## config.mk

```make
export PLATFORM = sky130hd
export DESIGN_NAME = dmem_arbiter_flat
export DESIGN_NICKNAME = d
export VERILOG_FILES = /design/src/rtl/soc_pkg.sv /design/src/rtl/dmem_arbiter_if.sv /design/src/rtl/dmem_arbiter_starve_guard.sv /design/src/rtl/dmem_arbiter.sv /design/src/flat_wrapper.sv
export SDC_FILE = /design/constraint.sdc
export NUM_CORES = 1
export LEC_CHECK = 0
export CAP_MARGIN = 20
export CORE_AREA = 2 2 120 122
export DETAILED_ROUTE_END_ITERATION = 6
export DIE_AREA = 0 0 122 124
export GPL_ROUTABILITY_DRIVEN = 0
export GPL_TIMING_DRIVEN = 1
export PLACE_DENSITY = 0.55
export RECOVER_POWER = 100
export SLEW_MARGIN = 20
export SYNTH_ARGS = -nofsm -noshare
export SYNTH_HDL_FRONTEND = slang
export SYNTH_SLANG_ARGS = --single-unit
```

## constraint.sdc

```tcl
create_clock -name clk -period 4.15 [get_ports clk]
set_input_delay 0.415 -clock clk [delete_from_list [all_inputs] [get_ports clk]]
set_output_delay 0.415 -clock clk [all_outputs]
set_load 0.005 [all_outputs]
```

## src/rtl/soc_pkg.sv

```systemverilog
`default_nettype none
// ============================================================================
// Module      : soc_pkg
// Description : Shared types and constants for the data-memory bus.
//               rd_owner_e tags which requester owns the read in flight;
//               DMEM_READ_LAT is the memory's read data latency in cycles.
// Revision    : 1.0 - initial release
// ============================================================================
package soc_pkg;

  typedef enum logic [1:0] {
    RD_NONE = 2'd0,
    RD_P0   = 2'd1,
    RD_P1   = 2'd2
  } rd_owner_e;

  localparam int DMEM_READ_LAT = 1;

endpackage
`default_nettype wire

```

## src/rtl/dmem_arbiter_if.sv

```systemverilog
`default_nettype none
// ============================================================================
// Module      : dmem_arbiter_if
// Description : Bundle of the two requester ports and the shared decode-side
//               bus. The slave modport is the arbiter's view; the master
//               modport is the view of the surrounding requesters and memory.
// Ports       : m0_* / m1_* requester handshakes, dmem_* shared bus.
// Revision    : 1.0 - initial release
// ============================================================================
interface dmem_arbiter_if;
  logic        m0_req;
  logic [3:0]  m0_writeb;
  logic [31:0] m0_addr;
  logic [31:0] m0_wdata;
  logic        m0_gnt;
  logic        m0_rvalid;
  logic [31:0] m0_rdata;

  logic        m1_req;
  logic [3:0]  m1_writeb;
  logic [31:0] m1_addr;
  logic [31:0] m1_wdata;
  logic        m1_gnt;
  logic        m1_rvalid;
  logic [31:0] m1_rdata;

  logic [3:0]  dmem_writeb;
  logic        dmem_read;
  logic [31:0] dmem_addr;
  logic [31:0] dmem_wdata;
  logic [31:0] dmem_rdata;

  modport slave (
    input  m0_req, m0_writeb, m0_addr, m0_wdata,
    output m0_gnt, m0_rvalid, m0_rdata,
    input  m1_req, m1_writeb, m1_addr, m1_wdata,
    output m1_gnt, m1_rvalid, m1_rdata,
    output dmem_writeb, dmem_read, dmem_addr, dmem_wdata,
    input  dmem_rdata
  );

  modport master (
    output m0_req, m0_writeb, m0_addr, m0_wdata,
    input  m0_gnt, m0_rvalid, m0_rdata,
    output m1_req, m1_writeb, m1_addr, m1_wdata,
    input  m1_gnt, m1_rvalid, m1_rdata,
    input  dmem_writeb, dmem_read, dmem_addr, dmem_wdata,
    output dmem_rdata
  );
endinterface
`default_nettype wire

```

## src/rtl/dmem_arbiter_starve_guard.sv

```systemverilog
`default_nettype none
// ============================================================================
// Module      : starve_guard
// Description : Fixed priority for port 0 with a bounded-starvation counter
//               that forces a port-1 grant after MAX_CONSEC consecutive
//               port-0 grants taken while port 1 was waiting.
// Ports       : clk, rst (async, active high), req0, req1 requests;
//               sel1 = port 1 wins this cycle; gnt_any = some port wins.
// Revision    : 1.0 - initial release
// ============================================================================
module starve_guard #(
  parameter int MAX_CONSEC = 4
) (
  input  logic clk,
  input  logic rst,
  input  logic req0,
  input  logic req1,
  output logic sel1,
  output logic gnt_any
);

  localparam logic [3:0] CNT_MAX = 4'(MAX_CONSEC);

  logic [3:0] starve_cnt_q;
  logic [3:0] starve_cnt_d;
  logic       at_max;

  always_comb begin
    at_max       = (starve_cnt_q == CNT_MAX);
    sel1         = req1 & (~req0 | at_max);
    gnt_any      = req0 | req1;
    starve_cnt_d = starve_cnt_q;
    if (sel1 || !req1) begin
      starve_cnt_d = 4'd0;
    end else if (req0 && (starve_cnt_q < CNT_MAX)) begin
      // Port 1 is waiting and lost to port 0; the cap is a safety net only,
      // since reaching CNT_MAX makes port 1 win next cycle.
      starve_cnt_d = starve_cnt_q + 4'd1;
    end
  end

  always_ff @(posedge clk or posedge rst) begin
    if (rst) begin
      starve_cnt_q <= 4'd0;
    end else begin
      starve_cnt_q <= starve_cnt_d;
    end
  end

endmodule
`default_nettype wire

```

## src/rtl/dmem_arbiter.sv

```systemverilog
`default_nettype none
// ============================================================================
// Module      : dmem_arbiter
// Description : Shares the data-memory bus between the CPU load/store unit
//               (port 0) and a secondary master (port 1). Grants at most one
//               access per cycle, drives the winner onto the decode bus and
//               steers the one-cycle-late read data back to its owner.
// Ports       : clk, rst (async, active high); bus (slave modport) carrying
//               m0_*/m1_* handshakes and the dmem_* decode bus.
// Revision    : 1.0 - initial release
// ============================================================================
module dmem_arbiter
  import soc_pkg::*;
#(
  parameter int MAX_CONSEC = 4
) (
  input  logic           clk,
  input  logic           rst,
  dmem_arbiter_if.slave  bus
);

  logic       sel1;
  logic       gnt_any;
  logic       gnt0;
  logic       gnt1;
  logic [3:0] win_writeb;
  rd_owner_e  rd_owner_q;

  starve_guard #(
    .MAX_CONSEC (MAX_CONSEC)
  ) u_guard (
    .clk     (clk),
    .rst     (rst),
    .req0    (bus.m0_req),
    .req1    (bus.m1_req),
    .sel1    (sel1),
    .gnt_any (gnt_any)
  );

  always_comb begin
    gnt1       = sel1;
    gnt0       = gnt_any & ~sel1;
    win_writeb = sel1 ? bus.m1_writeb : bus.m0_writeb;

    bus.m0_gnt = gnt0;
    bus.m1_gnt = gnt1;

    // With no winner sel1 is low, so address/data idle on the port-0 inputs.
    bus.dmem_addr   = sel1 ? bus.m1_addr  : bus.m0_addr;
    bus.dmem_wdata  = sel1 ? bus.m1_wdata : bus.m0_wdata;
    bus.dmem_writeb = gnt_any ? win_writeb : 4'd0;
    bus.dmem_read   = gnt_any && (win_writeb == 4'd0);

    // Memory already registers its output, so data passes straight through.
    bus.m0_rdata  = bus.dmem_rdata;
    bus.m1_rdata  = bus.dmem_rdata;
    bus.m0_rvalid = (rd_owner_q == RD_P0);
    bus.m1_rvalid = (rd_owner_q == RD_P1);
  end

  // Return tracker: remembers who owns the read issued last cycle.
  always_ff @(posedge clk or posedge rst) begin
    if (rst) begin
      rd_owner_q <= RD_NONE;
    end else if (gnt0 && (bus.m0_writeb == 4'd0)) begin
      rd_owner_q <= RD_P0;
    end else if (gnt1 && (bus.m1_writeb == 4'd0)) begin
      rd_owner_q <= RD_P1;
    end else begin
      rd_owner_q <= RD_NONE;
    end
  end

endmodule
`default_nettype wire

```

## src/flat_wrapper.sv

```systemverilog
// flat-port wrapper written by rule: the top's interface ports become plain ports
module dmem_arbiter_flat import soc_pkg::*;
#(
  parameter int MAX_CONSEC = 4
)
  (clk, rst, bus_m0_req, bus_m0_writeb, bus_m0_addr, bus_m0_wdata, bus_m0_gnt, bus_m0_rvalid, bus_m0_rdata, bus_m1_req, bus_m1_writeb, bus_m1_addr, bus_m1_wdata, bus_m1_gnt, bus_m1_rvalid, bus_m1_rdata, bus_dmem_writeb, bus_dmem_read, bus_dmem_addr, bus_dmem_wdata, bus_dmem_rdata);
  dmem_arbiter_if bus_i ();
  input  logic clk;
  input  logic rst;
  input wire logic [$bits(bus_i.m0_req)-1:0] bus_m0_req;
  input wire logic [$bits(bus_i.m0_writeb)-1:0] bus_m0_writeb;
  input wire logic [$bits(bus_i.m0_addr)-1:0] bus_m0_addr;
  input wire logic [$bits(bus_i.m0_wdata)-1:0] bus_m0_wdata;
  output wire logic [$bits(bus_i.m0_gnt)-1:0] bus_m0_gnt;
  output wire logic [$bits(bus_i.m0_rvalid)-1:0] bus_m0_rvalid;
  output wire logic [$bits(bus_i.m0_rdata)-1:0] bus_m0_rdata;
  input wire logic [$bits(bus_i.m1_req)-1:0] bus_m1_req;
  input wire logic [$bits(bus_i.m1_writeb)-1:0] bus_m1_writeb;
  input wire logic [$bits(bus_i.m1_addr)-1:0] bus_m1_addr;
  input wire logic [$bits(bus_i.m1_wdata)-1:0] bus_m1_wdata;
  output wire logic [$bits(bus_i.m1_gnt)-1:0] bus_m1_gnt;
  output wire logic [$bits(bus_i.m1_rvalid)-1:0] bus_m1_rvalid;
  output wire logic [$bits(bus_i.m1_rdata)-1:0] bus_m1_rdata;
  output wire logic [$bits(bus_i.dmem_writeb)-1:0] bus_dmem_writeb;
  output wire logic [$bits(bus_i.dmem_read)-1:0] bus_dmem_read;
  output wire logic [$bits(bus_i.dmem_addr)-1:0] bus_dmem_addr;
  output wire logic [$bits(bus_i.dmem_wdata)-1:0] bus_dmem_wdata;
  input wire logic [$bits(bus_i.dmem_rdata)-1:0] bus_dmem_rdata;
  assign bus_i.m0_req = bus_m0_req;
  assign bus_i.m0_writeb = bus_m0_writeb;
  assign bus_i.m0_addr = bus_m0_addr;
  assign bus_i.m0_wdata = bus_m0_wdata;
  assign bus_m0_gnt = bus_i.m0_gnt;
  assign bus_m0_rvalid = bus_i.m0_rvalid;
  assign bus_m0_rdata = bus_i.m0_rdata;
  assign bus_i.m1_req = bus_m1_req;
  assign bus_i.m1_writeb = bus_m1_writeb;
  assign bus_i.m1_addr = bus_m1_addr;
  assign bus_i.m1_wdata = bus_m1_wdata;
  assign bus_m1_gnt = bus_i.m1_gnt;
  assign bus_m1_rvalid = bus_i.m1_rvalid;
  assign bus_m1_rdata = bus_i.m1_rdata;
  assign bus_dmem_writeb = bus_i.dmem_writeb;
  assign bus_dmem_read = bus_i.dmem_read;
  assign bus_dmem_addr = bus_i.dmem_addr;
  assign bus_dmem_wdata = bus_i.dmem_wdata;
  assign bus_i.dmem_rdata = bus_dmem_rdata;
  dmem_arbiter #(.MAX_CONSEC(MAX_CONSEC)) u_core (.clk(clk), .rst(rst), .bus(bus_i));
endmodule
```

== Word level (Yosys, flattened, before mapping) ==
Index checks and enable logic that the tools add are counted.

* Order comparisons: 1
* Muxes and demuxes: 8
* Reductions and logical operators: 10
* Bitwise gates (word level): 6
* Equality and inequality tests: 3
* Add/subtract/negate cells: 1

{| class="wikitable"
|+ Operators by type and width
! operator !! count
|-
| 2-to-1 mux 32 bit || 2
|-
| 2-to-1 mux 4 bit || 4
|-
| logical NOT 4 bit || 3
|-
| adder 4 x 1 -> 4 bit, second input constant || 1
|-
| == test 4 x 3 -> 1 bit, second input constant || 1
|-
| logical AND 1 bit || 4
|-
| < comparator 4 x 3 -> 1 bit, second input constant || 1
|-
| 2-to-1 mux 2 bit || 2
|-
| AND 1 bit || 2
|-
| == test 2 x 1 -> 1 bit, second input constant || 1
|-
| == test 2 bit, second input constant || 1
|-
| inverter 1 bit || 2
|-
| OR 1 bit || 2
|-
| nonzero test 2 bit || 1
|-
| logical NOT 1 bit || 1
|-
| logical OR 1 bit || 1
|}

* Register bits: 6
* Word-level logic and storage cells: 31
* Bits of input ports: 172
* Output and inout port bits: 137

== Logic depth before layout (Yosys ltp) ==
Gate-level depths: netlist of the first run.

* Depth after elaboration: 7
* Mapped depth: 7
* Gate-level depth less buffers: 6

== Hierarchy ==
From an unflattened synthesis of the first run, not the netlist that was laid out.

* Cell total of the unflattened synthesis: 180
* Area, all modules: 1749.2 um^2

{| class="wikitable"
|+ By module, submodules not included
! module !! seq. area each (um^2) !! cells an instance !! area each (um^2) !! instances
|-
| dmem_arbiter || 50.0 || 156 || 1512.7 || 1
|-
| starve_guard || 100.1 || 24 || 236.5 || 1
|}

== Worst setup path after synthesis of the first run ==
No wires, ideal clock.

* Kind: flip-flop to output port
* From: register u_core.u_guard.starve_cnt_q[0]
* To: output port bus_dmem_addr[0]
* Arrival time: 1.502 ns
* Buffers on the path: 2
* Cell stages (with the launch flop): 8
* Data required time: 3.735 ns
* Slack: 2.233 ns
* Path through: dfrtp_1 > inv_1 > ha_1 > nand4b_1 > o21a_1 > buf_6 > buf_6 > mux2_4

* Longest elaborated chain between the ends: 4

{| class="wikitable"
|+ RTL lines
! item !! RTL line !! source
|-
| start: declaration || dmem_arbiter_starve_guard.sv:24 || <nowiki>logic [3:0] starve_cnt_q;</nowiki>
|-
| start signal: assignment || dmem_arbiter_starve_guard.sv:46 || <nowiki>starve_cnt_q <= starve_cnt_d;</nowiki>
|-
| == test 4 x 3 -> 1 bit || dmem_arbiter_starve_guard.sv:29 || <nowiki>at_max = (starve_cnt_q == CNT_MAX);</nowiki>
|-
| OR 1 bit || dmem_arbiter_starve_guard.sv:30 || <nowiki>sel1 = req1 & (~req0 | at_max);</nowiki>
|-
| AND 1 bit || dmem_arbiter_starve_guard.sv:30 ||
|-
| 2-to-1 mux 32 bit || dmem_arbiter.sv:49 || <nowiki>bus.dmem_addr = sel1 ? bus.m1_addr : bus.m0_addr;</nowiki>
|-
| end: declaration || flat_wrapper.sv:26 || <nowiki>output wire logic [$bits(bus_i.dmem_addr)-1:0] bus_dmem_addr;</nowiki>
|}

Every way passes these cells.

== Final worst setup path of the first run ==
* From: input port bus_m1_req
* To: output port bus_dmem_addr[25]

* Longest elaborated chain between the ends: 2

{| class="wikitable"
|+ RTL lines
! item !! RTL line !! source
|-
| start: declaration || flat_wrapper.sv:17 || <nowiki>input wire logic [$bits(bus_i.m1_req)-1:0] bus_m1_req;</nowiki>
|-
| AND 1 bit || dmem_arbiter_starve_guard.sv:30 ||
|-
| 2-to-1 mux 32 bit || dmem_arbiter.sv:49 ||
|}

Every way passes these cells.

==> results of run 1 <==
cells in the final DEF, fill, tap and decap left out:
cell type          n
o21a_4             1
and2_0             1
nor4_1             2
nand2_1            4
a21oi_1            3
buf_12             1
mux2_1             5
mux2_4            28
mux2_2            31
nor2b_1            3
clkbuf_16          3
clkdlybuf4s50_1  143
dfrtp_1            6
ha_1               2
nor2_1             2
dlygate4sd3_1     69
inv_1              6
o21ai_0            4
nand4b_1           1
a22o_1             4
o21bai_1           1
and3_1             2
report_power, final:
group,internal (uW),switching [uW],leakage [uW]
clock,124,33.8,0.0000370
combinational,244,87.7,0.00138
sequential,60.0,0.799,0.0000826
total,428,122,0.00150
sequential cells by signal, summed over array words and instances, names as in the netlist:
name,cells
u_core.rd_owner_q,2
u_core.u_guard.starve_cnt_q,4
cells in the mapped netlist:
| cell | count | area [sq um] |
|---|---|---|
| a21oi_1 | 3 | 15.0 |
| a22o_1 | 4 | 35.0 |
| and2_1 | 1 | 6.26 |
| and3_1 | 2 | 12.5 |
| buf_2 | 3 | 15.0 |
| buf_4 | 64 | 480 |
| buf_6 | 4 | 45.0 |
| clkbuf_1 | 1 | 3.75 |
| dfrtp_1 | 6 | 150 |
| ha_1 | 2 | 25.0 |
| inv_1 | 6 | 22.5 |
| mux2_2 | 36 | 405 |
| mux2_4 | 28 | 420 |
| nand2_1 | 4 | 15.0 |
| nand4b_1 | 1 | 8.76 |
| nor2_1 | 2 | 7.51 |
| nor2b_1 | 3 | 18.8 |
| nor4_1 | 2 | 12.5 |
| o21a_1 | 1 | 7.51 |
| o21ai_0 | 4 | 20.0 |
| o21bai_1 | 1 | 7.51 |
worst reg2reg max path: stages, from the launching register on:
cell      delay [ns]
dfrtp_1         0.36
inv_1           0.06
ha_1            0.23
nand4b_1        0.15
o21a_4          0.43
buf_12          0.32
nor2_1          0.11
routing by layer:
metal	track usage, %	wire [microns]
met5	0	0
met4	3.95	222
met3	3.62	1010
met2	17.6	3890
met1	8.97	2520
cell type report:
class / count / area share [%]
Sequential cell: 6 / 4.13
Tap cell: 180 / 6.19
Inverter: 6 / 0.619
Timing Repair Buffer: 213 / 58.9
Clock buffer: 3 / 2.06
Multi-Input combinational cell: 94 / 28.2
path summary, 6_finish.rpt:
path | to | slack (ns) | cells after the start
max reg2reg | u_core.rd_owner_q[1] | 2.37 | 6
min in group clk | u_core.u_guard.starve_cnt_q[0] | 0.58 | 3
min reg2reg | u_core.u_guard.starve_cnt_q[0] | 0.58 | 3
max in group asynchronous | u_core.u_guard.starve_cnt_q[0] | 3.39 | 2
max | bus_dmem_addr[25] | 0.80 | 6
min | u_core.rd_owner_q[1] | 0.55 | 2
through the flow:
stage / area [sq um] / total power, uW / worst slack (ns) / hold WS, ns / utilization (%)
after global placement: 3560 / 418 / 1.09 / 0.551 / 26.0
after detailed placement: 3560 / 419 / 1.01 / 0.563 / 26.0
after CTS: 3640 / 582 / 1.01 / 0.430 / 26.5
final: 3640 / 550 / 0.799 / 0.554 / 26.5
after global routing: 3640 / 581 / 0.638 / 0.598 / 26.5
after floorplan: 1730 / 216 / 2.23 / 0.206 / -
logic make-up after synthesis:
kind of cell | Yosys count | synth area share, %
and+or+nand+nor | 15 | 4.69
AOI/OAI and AO/OA | 13 | 4.91
DFF | 6 | 8.66
muxes | 64 | 47.6
adders and majority gates | 2 | 1.44
buffers and inverters | 78 | 32.7
==> results.cfg, run 1 <==
[cells_and_area]
fillers = 1440
drive_gt1_share_pct = 19.9
multiInputGateArea_sq_um = 1020
regArea_sq_um = 150
final_net_count = 498
area_delta_synth_final_pct = 110
stdcell_count = 502
antenna_cells = 0

[pwr]
irDropWorstVdd_mv = 0.0758
power.density_nw_per_um2 = 151
p_leak_uw = 0.00150

[detailed_routing]
avgRoutedWirePerCell_microns = 15.2
detail_route.first_pass.iterations = 2
drt-total-wl_mm = 7.65
num_vias = 1806
antenna_left = 0
drc = 0
drtIter0Drc = 46
vias_per_cell = 3.60

[placement]
placed_cells = 499
dp_hpwl_mm = 6.66
portBuffers = 212

[sta]
tightest_slew_ns = 0.449
rsz0062_at_grt = false
final-max-slew-violation-count = 0
slew_headroom_pct = 70.1
setup_violations = 0
min_period_ns = 3.35
fin_crit_sh_pct = 80.7
hold_viol = 0
fin_skew_ns = 0.00120
max_freq_ghz = 0.298
setup-tns-final_ns = 0

[cts]
cts.reportedPaths.clkPinSlew_ns = 0.03
cts-resized-gates = 0
clock_latency_ns = 0.23
cts_setup_buffers = 0
clock_path_buffers = 2
cts_hold_buffers = 0
cts_inserted_buffers = 3
ctsHtreeMaxLevel = 1
cts.sinks = 6
cts.root.buffer_cell = clkbuf_16
cts_tree = done

[synthesis]
yosysSeqAreaShare_pct = 8.66
synth_area_sq_um = 1730
netlist_instances = 178
yosysUniqueCellTypes = 21
syn_area_per_cell_sq_um = 9.74
synth-seq-cells = 6
synth_nets = 352
yosysWarnings = 0

[die]
die_h_microns = 124
ios = 309
initial_utilization_pct = 12.6
rows = 43
chipWidth_microns = 122
core_sq_um = 13700
dieArea_sq_um = 15100

[grt]
first_global_vias = 1975
overflow = 0
antenna_found_initial = 0
grt_max_degree = 38
grt_usage_pct = 9.29
grt_pass1_wl_mm = 10.7

[setup_path]
max_stage_delay_ns = 0.60
crit_required_ns = 3.73
cpMaxStageDelayCell = dlygate4sd3_1
cp-end-kind = primary output
crit_buf_inv = 3
cp_common_cell = dlygate4sd3_1
critPathLaunchType = input pin
cp_max_fo = 37
cp_top_family = buffers and inverters
cp.arrival_ns = 2.94
path_class = in -> out
cp_cell_sequence = dlygate4sd3_1, nand4b_1, o21a_4, buf_12, mux2_2, dlygate4sd3_1
crit_start = bus_m1_req
worstReg2RegStart = u_core.u_guard.starve_cnt_q[0]

[outcome]
status = completed

[hold_path]
hold_class = in -> async

[job]
maxCapViolCount = 0
Note: power is estimated with default switching activity, not from simulation.
==> run 2, diff against run 1 <==
- CORE_AREA: 2 2 120 122 -> 2 2 121 123
- DIE_AREA: 0 0 122 124 -> 0 0 123 125
- PLACE_DENSITY: 0.55 -> 0.56
- clock period: 4.15 -> 2.9 ns (I/O delays scaled with it)
==> run 2 against run 1 <==
  * Clock power increased by 42%
  * Critical path type is now reg -> out
  * Cell count increased by 1.4%
  * Global-route usage decreased by 0.38 points
  * Count of clock-buffer cells in the layout unchanged
  * Wire length increased by 0.60%
  * Highest routed layer unchanged
  * Hold slack got worse by 0.11 ns
  * Register-to-register slack got worse by 1.0 ns
  * Critical endpoint is now bus_dmem_addr[10]
  * Worst setup slack got worse by 0.65 ns
  * Cell area increased by 1.1%
  * Largest power group unchanged
  * Sequential share of layout area about the same
==> results.cfg, run 2 (synthesis results as in run 1) <==
[outcome]
status = completed

[sta]
final-max-slew-violation-count = 0
fin_skew_ns = 0.000886
tightest_slew_ns = 0.411
setup_violations = 0
hold_viol = 0
setup-tns-final_ns = 0
fin_crit_sh_pct = 94.8
slew_headroom_pct = 72.3
rsz0062_at_grt = false
min_period_ns = 2.75
max_freq_ghz = 0.364

[detailed_routing]
avgRoutedWirePerCell_microns = 15.1
detail_route.first_pass.iterations = 4
drc = 0
antenna_left = 0
drt-total-wl_mm = 7.70
vias_per_cell = 3.55
num_vias = 1809
drtIter0Drc = 39

[die]
chipWidth_microns = 123
core_sq_um = 14200
ios = 309
die_h_microns = 125
rows = 44
dieArea_sq_um = 15400
initial_utilization_pct = 12.2

[cells_and_area]
largestRegisters = u_core.u_guard.starve_cnt_q x4, u_core.rd_owner_q x2
fillers = 1513
final_area_sq_um = 3680
largest_register_ffs = 4
mostFrequentLayoutCells = clkdlybuf4s50_1, mux2_2, mux2_4, dlygate4sd3_1
area_delta_synth_final_pct = 112
stdcell_count = 509
regMostFlops = u_core.u_guard.starve_cnt_q
final_common_cell = clkdlybuf4s50_1
drive_gt1_share_pct = 21.8
final_net_count = 501
antenna_cells = 0

[cts]
cts.root.buffer_cell = clkbuf_16
ctsHtreeMaxLevel = 1
cts.sinks = 6
cts.reportedPaths.clkPinSlew_ns = 0.03
clock_path_buffers = 2
cts_inserted_buffers = 3
cts_hold_buffers = 0
cts_setup_buffers = 0
clock_latency_ns = 0.23
cts-resized-gates = 0
cts_tree = done

[pwr]
irDropWorstVdd_mv = 0.130
p_leak_uw = 0.00151
seqPwrFrac_pct = 10.7
power.density_nw_per_um2 = 220
pwr-share-comb_pct = 61.6
clkPwrFrac_pct = 27.6
p_total_uw = 811
switchingPower_uw = 176
intPower_uw = 635
swShare_pct = 21.7

[job]
maxCapViolCount = 0

[setup_path]
cpMaxStageDelayCell = dlygate4sd3_1
reg2reg_depth = 6
cp_top_family = buffers and inverters
cp_cell_sequence = inv_1, ha_1, nand4b_1, o21a_4, buf_12, mux2_4, dlygate4sd3_1
worstReg2RegStart = u_core.u_guard.starve_cnt_q[0]
critPathLaunchType = register
cp-end-kind = primary output
path_class = reg -> out
cp.depth = 7
crit_buf_inv = 3
crit_required_ns = 2.61
max_stage_delay_ns = 0.59
cp.arrival_ns = 2.46
cp_max_fo = 14
crit_start = u_core.u_guard.starve_cnt_q[0]

[grt]
grt_pass1_wl_mm = 10.6
overflow = 0
grt_max_degree = 31
antenna_found_initial = 0
grt_usage_pct = 8.91
first_global_vias = 2020

[placement]
portBuffers = 212
placed_cells = 506
dp_hpwl_mm = 6.77
place_area_sq_um = 3600

[hold_path]
hold_class = in -> async
## run 2: cell count changes in the layout (fill, tap and decap cells not counted)
cell and delta:
dlygate4sd3_1 -41, clkdlybuf4s50_1 +41, mux2_1 -4, mux2_2 +4, buf_12 +1, buf_4 +2
## run 2: worst paths after layout
| path | slack, ns | end |
|---|---|---|
| worst max register to register | 1.36 | u_core.rd_owner_q[1] |
| max in group asynchronous | 2.26 | u_core.u_guard.starve_cnt_q[2] |
| worst max-delay path | 0.15 | bus_dmem_addr[10] |
| min in group clk | 0.58 | bus_m0_rdata[6] |
| worst min register to register | 0.59 | u_core.u_guard.starve_cnt_q[1] |
| worst min-delay path | 0.45 | u_core.u_guard.starve_cnt_q[3] |
## run 2: area by class of cell
cell class	instances	area [sq um]	area share (%)
Tap cell	184	230	6.26
Multi-Input combinational cell	94	1020	27.8
Inverter	6	22.5	0.612
Timing Repair Buffer	216	2180	59.2
Clock buffer	3	75.1	2.04
Sequential cell	6	150	4.08
## run 2: power groups by stage
stage          Sequential [uW]  Combinational, uW  Clock (uW)
3_5_place_dp              88.1                516           0
2_1_floorplan             87.7                221           0
3_3_place_gp              87.9                514           0
6_report                  87.1                500         224
5_1_grt                   87.4                533         229
4_1_cts                   87.1                520         224
## run 2: through the flow
| step | hold slack (ns) | setup slack, ns | utilization, % |
|---|---|---|---|
| after detailed placement | 0.564 | 0.258 | 25.4 |
| after CTS | 0.328 | 0.170 | 25.9 |
| final | 0.449 | 0.150 | 25.9 |
| after global routing | 0.477 | 0.0327 | 25.9 |
| after floorplan | 0.0810 | 1.11 | - |
| after global placement | 0.535 | 0.286 | 25.4 |
## run 2: worst register-to-register path, stage by stage (launching register included)
cell and delay [ns]:
dfrtp_1 0.36, inv_1 0.07, ha_1 0.23, nand4b_1 0.15, o21a_4 0.30, buf_4 0.25
nor2_1 0.07
## run 2: layer usage
metal / global-route usage [%] / vias up / routed length [microns]
li1: - / 843 / -
met1: 8.64 / 765 / 2530
met2: 18.0 / 181 / 4000
met3: 2.60 / 20 / 1030
met4: 1.94 / 0 / 127
met5: 0 / - / 0
==> run 3, diff against run 2 <==
- CAP_MARGIN: 20 -> 40
==> results of run 3 <==
Final layout, timing and power as in run 2 (identical DEF).
